**src/rtl/uc_pkg.sv**
```systemverilog
// Shared definitions for the uc_irq_param control unit.
// Latency: none (constants and types only).
// Backpressure: not applicable.
// Contents: opcode encodings, decode prefixes, the control-vector struct and its NOP value.
package uc_pkg;

  // Full 6-bit opcodes of the control-flow and interrupt instructions
  localparam logic [5:0] OP_J    = 6'b110000;
  localparam logic [5:0] OP_JZ   = 6'b110001;
  localparam logic [5:0] OP_JNZ  = 6'b110010;
  localparam logic [5:0] OP_JN   = 6'b110011;
  localparam logic [5:0] OP_CALL = 6'b110100;
  localparam logic [5:0] OP_RET  = 6'b110101;
  localparam logic [5:0] OP_SKZ  = 6'b110110;
  localparam logic [5:0] OP_SKNZ = 6'b110111;
  localparam logic [5:0] OP_RETI = 6'b111000;
  localparam logic [5:0] OP_EI   = 6'b111001;
  localparam logic [5:0] OP_DI   = 6'b111010;

  // Prefixes on opcode[5:2]; an ALU op is any opcode with bit 5 clear,
  // so only the top bit of PFX_ALU is actually compared.
  localparam logic [3:0] PFX_ALU  = 4'b0000;
  localparam logic [3:0] PFX_LOAD = 4'b1000;
  localparam logic [3:0] PFX_IN   = 4'b1001;
  localparam logic [3:0] PFX_OUT  = 4'b1010;

  // Datapath control vector (owe and irq_id are parameter-sized, kept outside)
  typedef struct packed {
    logic       s_inc;
    logic       s_inm;
    logic       we3;
    logic       wez;
    logic       wen;
    logic       wesp;
    logic       push;
    logic       pop;
    logic       s_inp;
    logic       s_outp;
    logic       s_vec;
    logic       fin_interrup;
    logic [2:0] op_alu;
  } ctrl_t;

  // NOP: advance the PC, touch nothing else
  localparam ctrl_t CTRL_NOP = '{s_inc: 1'b1, default: '0};

endpackage

```
**src/rtl/uc_irq_prio.sv**
```systemverilog
// Interrupt pending register with rising-edge capture and lowest-index priority select.
// Latency: a rising irq edge shows up in any_pending/irq_id one cycle later.
// Backpressure: none; a pending bit holds until cleared by clr_vld for its index.
// Ports: clk, reset (async active-low), irq[NIRQ] level requests, clr_vld/clr_id
//        clear request from the entry logic, any_pending and irq_id (lowest set index).
module uc_irq_prio
  import uc_pkg::*;
#(
  parameter int NIRQ = 4,
  parameter int IW   = 2
) (
  input  logic            clk,
  input  logic            reset,
  input  logic [NIRQ-1:0] irq,
  input  logic            clr_vld,
  input  logic [IW-1:0]   clr_id,
  output logic            any_pending,
  output logic [IW-1:0]   irq_id
);

  logic [NIRQ-1:0] irq_q, irq_d;
  logic [NIRQ-1:0] pending_q, pending_d;
  logic [NIRQ-1:0] rise;
  logic [NIRQ-1:0] clr_mask;

  always_comb begin
    irq_d    = irq;
    rise     = irq & ~irq_q;
    clr_mask = '0;
    for (int i = 0; i < NIRQ; i++) begin
      if (clr_vld && (clr_id == IW'(i))) clr_mask[i] = 1'b1;
    end
    // A fresh edge arriving on the cycle its line is being entered survives the clear
    pending_d = (pending_q & ~clr_mask) | rise;
  end

  always_comb begin
    irq_id = '0;
    // Walk downwards so the lowest set index is the last assignment
    for (int i = NIRQ - 1; i >= 0; i--) begin
      if (pending_q[i]) irq_id = IW'(i);
    end
  end

  assign any_pending = |pending_q;

  always_ff @(posedge clk or negedge reset) begin
    if (!reset) begin
      irq_q     <= '0;
      pending_q <= '0;
    end else begin
      irq_q     <= irq_d;
      pending_q <= pending_d;
    end
  end

endmodule

```
**src/rtl/uc_irq_param.sv**
```systemverilog
// Control unit: combinational opcode decode with skip counter and single-level interrupt entry/return.
// Latency: control outputs are combinational from opcode/flags/state; state updates at the next edge.
// Backpressure: none; one instruction decoded every cycle, an interrupt entry replaces the current one.
// Ports: clk, reset (async active-low), opcode/port_id/s_z/s_n/irq in; datapath controls
//        (s_inc..s_vec, owe, op_alu), fin_interrup, irq_id and ie_o out.
module uc_irq_param
  import uc_pkg::*;
#(
  parameter int NPORTS = 4,
  parameter int NIRQ   = 4,
  parameter int SKIP_N = 2,
  parameter int PW     = 2,
  parameter int IW     = 2
) (
  input  logic              clk,
  input  logic              reset,
  input  logic [5:0]        opcode,
  input  logic [PW-1:0]     port_id,
  input  logic              s_z,
  input  logic              s_n,
  input  logic [NIRQ-1:0]   irq,
  output logic              s_inc,
  output logic              s_inm,
  output logic              we3,
  output logic              wez,
  output logic              wen,
  output logic              wesp,
  output logic              push,
  output logic              pop,
  output logic              s_inp,
  output logic              s_outp,
  output logic              s_vec,
  output logic [NPORTS-1:0] owe,
  output logic [2:0]        op_alu,
  output logic              fin_interrup,
  output logic [IW-1:0]     irq_id,
  output logic              ie_o
);

  localparam int SW = (SKIP_N < 1) ? 1 : $clog2(SKIP_N + 1);

  logic [SW-1:0]     skip_cnt_q, skip_cnt_d;
  logic              ie_q, ie_d;
  logic              in_isr_q, in_isr_d;

  logic              any_pending;
  logic [IW-1:0]     prio_id;
  logic              entry;
  logic              clr_vld;

  ctrl_t             ctrl;
  ctrl_t             ctrl_out;
  logic [NPORTS-1:0] owe_int;
  logic [NPORTS-1:0] owe_out;
  logic [IW-1:0]     irq_id_int;
  logic [IW-1:0]     irq_id_out;

  uc_irq_prio #(
    .NIRQ (NIRQ),
    .IW   (IW)
  ) u_prio (
    .clk         (clk),
    .reset       (reset),
    .irq         (irq),
    .clr_vld     (clr_vld),
    .clr_id      (prio_id),
    .any_pending (any_pending),
    .irq_id      (prio_id)
  );

  always_comb begin
    ctrl       = CTRL_NOP;
    owe_int    = '0;
    irq_id_int = '0;
    clr_vld    = 1'b0;
    skip_cnt_d = skip_cnt_q;
    ie_d       = ie_q;
    in_isr_d   = in_isr_q;

    entry = ie_q & ~in_isr_q & (skip_cnt_q == '0) & any_pending;

    if (skip_cnt_q != '0) begin
      // Skipped slot: NOP outputs and no side effects, skip opcodes included
      skip_cnt_d = skip_cnt_q - SW'(1);
    end else if (entry) begin
      // Push the current PC and vector; this instruction is re-fetched after reti
      ctrl       = '0;
      ctrl.s_vec = 1'b1;
      ctrl.wesp  = 1'b1;
      ctrl.push  = 1'b1;
      irq_id_int = prio_id;
      clr_vld    = 1'b1;
      in_isr_d   = 1'b1;
      ie_d       = 1'b0;
    end else if (opcode[5] == PFX_ALU[3]) begin
      ctrl.we3    = 1'b1;
      ctrl.wez    = 1'b1;
      ctrl.wen    = 1'b1;
      ctrl.op_alu = opcode[4:2];
    end else begin
      case (opcode[5:2])
        PFX_LOAD: begin
          ctrl.s_inm = 1'b1;
          ctrl.we3   = 1'b1;
        end
        PFX_IN: begin
          ctrl.we3   = 1'b1;
          ctrl.s_inp = 1'b1;
        end
        PFX_OUT: begin
          ctrl.s_outp = 1'b1;
          // Out-of-range port ids match no bit and leave owe clear
          for (int i = 0; i < NPORTS; i++) begin
            if (port_id == PW'(i)) owe_int[i] = 1'b1;
          end
        end
        default: begin
          case (opcode)
            OP_J:    ctrl.s_inc = 1'b0;
            OP_JZ:   ctrl.s_inc = ~s_z;
            OP_JNZ:  ctrl.s_inc = s_z;
            OP_JN:   ctrl.s_inc = ~s_n;
            OP_CALL: begin
              ctrl.s_inc = 1'b0;
              ctrl.wesp  = 1'b1;
              ctrl.push  = 1'b1;
            end
            OP_RET: begin
              ctrl.s_inc = 1'b0;
              ctrl.wesp  = 1'b1;
              ctrl.pop   = 1'b1;
            end
            OP_SKZ:  if (s_z)  skip_cnt_d = SW'(SKIP_N);
            OP_SKNZ: if (!s_z) skip_cnt_d = SW'(SKIP_N);
            OP_RETI: begin
              // Also valid outside an ISR: still pops and re-enables
              ctrl.s_inc        = 1'b0;
              ctrl.wesp         = 1'b1;
              ctrl.pop          = 1'b1;
              ctrl.fin_interrup = 1'b1;
              in_isr_d          = 1'b0;
              ie_d              = 1'b1;
            end
            OP_EI:   ie_d = 1'b1;
            OP_DI:   ie_d = 1'b0;
            default: ;
          endcase
        end
      endcase
    end
  end

  // Everything, s_inc included, is forced low while reset is asserted
  always_comb begin
    ctrl_out   = ctrl;
    owe_out    = owe_int;
    irq_id_out = irq_id_int;
    if (!reset) begin
      ctrl_out   = '0;
      owe_out    = '0;
      irq_id_out = '0;
    end
  end

  always_ff @(posedge clk or negedge reset) begin
    if (!reset) begin
      skip_cnt_q <= '0;
      ie_q       <= 1'b0;
      in_isr_q   <= 1'b0;
    end else begin
      skip_cnt_q <= skip_cnt_d;
      ie_q       <= ie_d;
      in_isr_q   <= in_isr_d;
    end
  end

  assign s_inc        = ctrl_out.s_inc;
  assign s_inm        = ctrl_out.s_inm;
  assign we3          = ctrl_out.we3;
  assign wez          = ctrl_out.wez;
  assign wen          = ctrl_out.wen;
  assign wesp         = ctrl_out.wesp;
  assign push         = ctrl_out.push;
  assign pop          = ctrl_out.pop;
  assign s_inp        = ctrl_out.s_inp;
  assign s_outp       = ctrl_out.s_outp;
  assign s_vec        = ctrl_out.s_vec;
  assign fin_interrup = ctrl_out.fin_interrup;
  assign op_alu       = ctrl_out.op_alu;
  assign owe          = owe_out;
  assign irq_id       = irq_id_out;
  assign ie_o         = ie_q;

endmodule

```
**config.mk**
```make
export PLATFORM = sky130hd
export DESIGN_NAME = uc_irq_param
export DESIGN_NICKNAME = d
export VERILOG_FILES = /design/src/rtl/uc_pkg.sv /design/src/rtl/uc_irq_prio.sv /design/src/rtl/uc_irq_param.sv
export SDC_FILE = /design/constraint.sdc
export NUM_CORES = 1
export LEC_CHECK = 0
export CAP_MARGIN = 20
export CORE_MARGIN = 2
export CORE_UTILIZATION = 44
export DETAILED_ROUTE_END_ITERATION = 8
export PLACE_DENSITY = 0.84
export SETUP_SLACK_MARGIN = 0.3
export SLEW_MARGIN = 5
export SYNTH_ARGS = -nofsm -noshare
export SYNTH_HDL_FRONTEND = slang
export SYNTH_HIERARCHICAL = 1
export SYNTH_SLANG_ARGS = --single-unit
```
**constraint.sdc**
```tcl
create_clock -name clk -period 5.1 [get_ports clk]
set_clock_uncertainty 0.15 [all_clocks]
set_input_delay 0.51 -clock clk [delete_from_list [all_inputs] [get_ports clk]]
set_output_delay 0.51 -clock clk [all_outputs]
set_load 0.1 [all_outputs]
```
==> out/metrics.cfg <==
[detailed_routing]
wl_um = 2120
dr.pass1.iters = 4
antenna_left = 0
detailedRoute.firstIterationViolations = 10
num_vias = 866
remaining_drc_errors = 0
via_per_inst = 5.41
post_drt_wl_per_cell_um = 13.3

[global_route]
overflow = 0
antenna_found_initial = 0
grt_max_degree = 21
grt_pass1_wl_um = 3150
grt_pass1_vias = 677
track_usage_pct = 19.9

[floorplan]
die_x_um = 48.1
io_pins = 38
fp-row-count = 15
dieArea_mm2 = 0.00232
initial_core_util_pct = 48.1
core_area_mm2 = 0.00178
die_height_um = 48.1

[power]
p_int_mw = 0.221
finalPower_mw = 0.435
power_frac_comb_pct = 56.9
pwr-share-clk_pct = 13.3
p_seq_share_pct = 29.8
switching_share_pct = 49.3
pwr_density_cell_mw_per_mm2 = 345
max-vdd-ir-drop_mv = 0.241
cellLeakagePower_nw = 0.531
p_sw_mw = 0.214

[placement]
io_buffers = 37
gp_congestion = 0.835
dpl.hpwl_um = 1640

[timing]
slew_violations = 0
setup_violations = 0
rsz0062_at_grt = no
max_freq_ghz = 0.263
whs_ns = 0.286
setup-tns-final_ns = 0
final-hold-violation-count = 0
slew_headroom_pct = 33.3
period_share_pct = 74.7
worstMarginPinSlew_ns = 0.997
post-route-min-period_ns = 3.81

[critical_path]
worstSetupPathType = in -> out
cp-end-kind = output port
required_ns = 4.44
startpoint_type = input pin
crit_fanout = 11
crit_arrival_ns = 3.15

[synth]
yosysSeqAreaShare_pct = 35.0
yosysWarnings = 6
synth_nets = 116
synth_area_um2 = 857
avgSynthCellArea_um2 = 8.75
ys_seq_elements = 12
postSynthCellCount = 98
synthDistinctLibCells = 38

[clocking]
post-cts-setup-buffers = 0
clk_pin_slew_ns = 0.07
cts_max_path_buffers = 2
cts_root_buffer = clkbuf_4
clock_insertion_delay_worst_skew_ns = 0.27
cts_inserted_buffers = 3
numClockSinks = 12
htreeDepth = 1
hold_buffers = 0
cts_tree = yes
cts_resized = 0

[cells_and_area]
fill_cells = 144
diodes = 0
layout-drive-gt1-share_pct = 9.63
syn_to_final_growth_pct = 47.0
final_nets = 155

[run]
cap_viol_max_count = 0

[run_status]
outcome = finished clean

[min_path]
hold_class = reg -> reg

-- synth_stat cells (all sizes together) --
master / count / area (um^2)
dfrtp: 12 / 300
inv: 9 / 33.8
nand3: 8 / 40.0
nor2: 8 / 30.0
and2: 4 / 25.0
nor3: 4 / 20.0
a21oi: 3 / 15.0
buf: 3 / 20.0
nand2: 3 / 11.3
nand2b: 3 / 18.8
nand3b: 3 / 22.5
nor2b: 3 / 18.8
nor3b: 3 / 22.5
a22o: 2 / 17.5
a31oi: 2 / 12.5
and3: 2 / 12.5
and3b: 2 / 17.5
ha: 2 / 25.0
mux2: 2 / 22.5
o21a: 2 / 15.0
o21ai: 2 / 10.0
o22ai: 2 / 18.8
or3b: 2 / 17.5
a211o: 1 / 8.76
a21boi: 1 / 7.51
a21o: 1 / 7.51
and4b: 1 / 10.0
and4bb: 1 / 12.5
clkbuf: 1 / 3.75
mux2i: 1 / 10.0
nand4: 1 / 6.26
nand4b: 1 / 8.76
nor4bb: 1 / 10.0
o41ai: 1 / 16.3
xnor2: 1 / 8.76
-- power by group through the flow --
| stage | Combinational (mW) | Clock (mW) | Sequential (mW) |
|---|---|---|---|
| CTS | 0.248 | 0.0584 | 0.130 |
| global placement | 0.242 | 0 | 0.130 |
| finish | 0.248 | 0.0578 | 0.130 |
| floorplan | 0.167 | 0 | 0.153 |
| global route | 0.264 | 0.0636 | 0.132 |
| detailed placement | 0.247 | 0 | 0.132 |
-- state kept, by name (all words and copies together), names as in the netlist --
name	flops
in_isr_q	1
skip_cnt_q	2
u_prio/irq_q	4
ie_o	1
u_prio/pending_q	4
-- routing by layer --
layer	vias to the layer above	track usage, %	wire length [um]
met5	-	0	0
met4	0	6.49	14
met3	2	5.93	137
met2	32	31.2	999
met1	406	26.3	968
li1	426	-	-
-- final cells by class --
class,instances,area [um^2],share of cell area [%]
clock buffers,3,22.5,1.79
flip-flops and latches,12,300,23.8
well taps,25,31.3,2.48
inverters,9,33.8,2.68
multi-input cells,73,504,40.0
repair buffers,38,368,29.2
-- placed cells by master (no fill, tap or decap), types with 4 or more instances in the layout --
cell type / instances
dfrtp_1: 12
nor2_1: 8
inv_1: 9
clkdlybuf4s50_1: 33
and2_1: 4
nand3_1: 8
buf_4: 5
-- final timing paths --
check | startpoint | end | slack (ns) | cells past startpoint
min | u_prio/irq_q[0] | u_prio/pending_q[0] | 0.29 | 1
max in group asynchronous | reset | u_prio/pending_q[2] | 4.21 | 2
max | opcode[3] | wesp | 1.29 | 5
max reg2reg | u_prio/pending_q[3] | skip_cnt_q[0] | 3.10 | 5
min in group asynchronous | reset | in_isr_q | 0.40 | 2
min reg2reg | u_prio/irq_q[0] | u_prio/pending_q[0] | 0.29 | 1
-- worst max-delay path, cell delays in order --
cell             delay (ns)
clkdlybuf4s50_1        0.64
or3b_1                 0.40
a211o_1                0.32
a21boi_1               0.13
clkdlybuf4s50_1        1.14
-- cell families after synthesis --
logic type               synth area share [%]
XOR/XNOR                                 1.02
flip-flops                               35.0
buffers and inverters                    6.71
AND/OR/NAND/NOR                          35.5
AO/OA/AOI/OAI                            15.0
multiplexers                             3.80
adder cells (fa/ha/maj)                  2.92
-- through the flow --
| step | worst slack (ns) | util, % | std cells | area (um^2) |
|---|---|---|---|---|
| 2_1_floorplan | 0.952 | - | 98 | 862 |
| 6_report | 1.29 | 70.7 | 160 | 1260 |
| 4_1_cts | 1.28 | 70.7 | 160 | 1260 |
| 3_3_place_gp | 1.34 | 69.4 | 157 | 1240 |
| 3_5_place_dp | 1.29 | 69.4 | 157 | 1240 |
| 5_1_grt | 1.20 | 70.7 | 160 | 1260 |
Power figures use the tool's default switching activity.
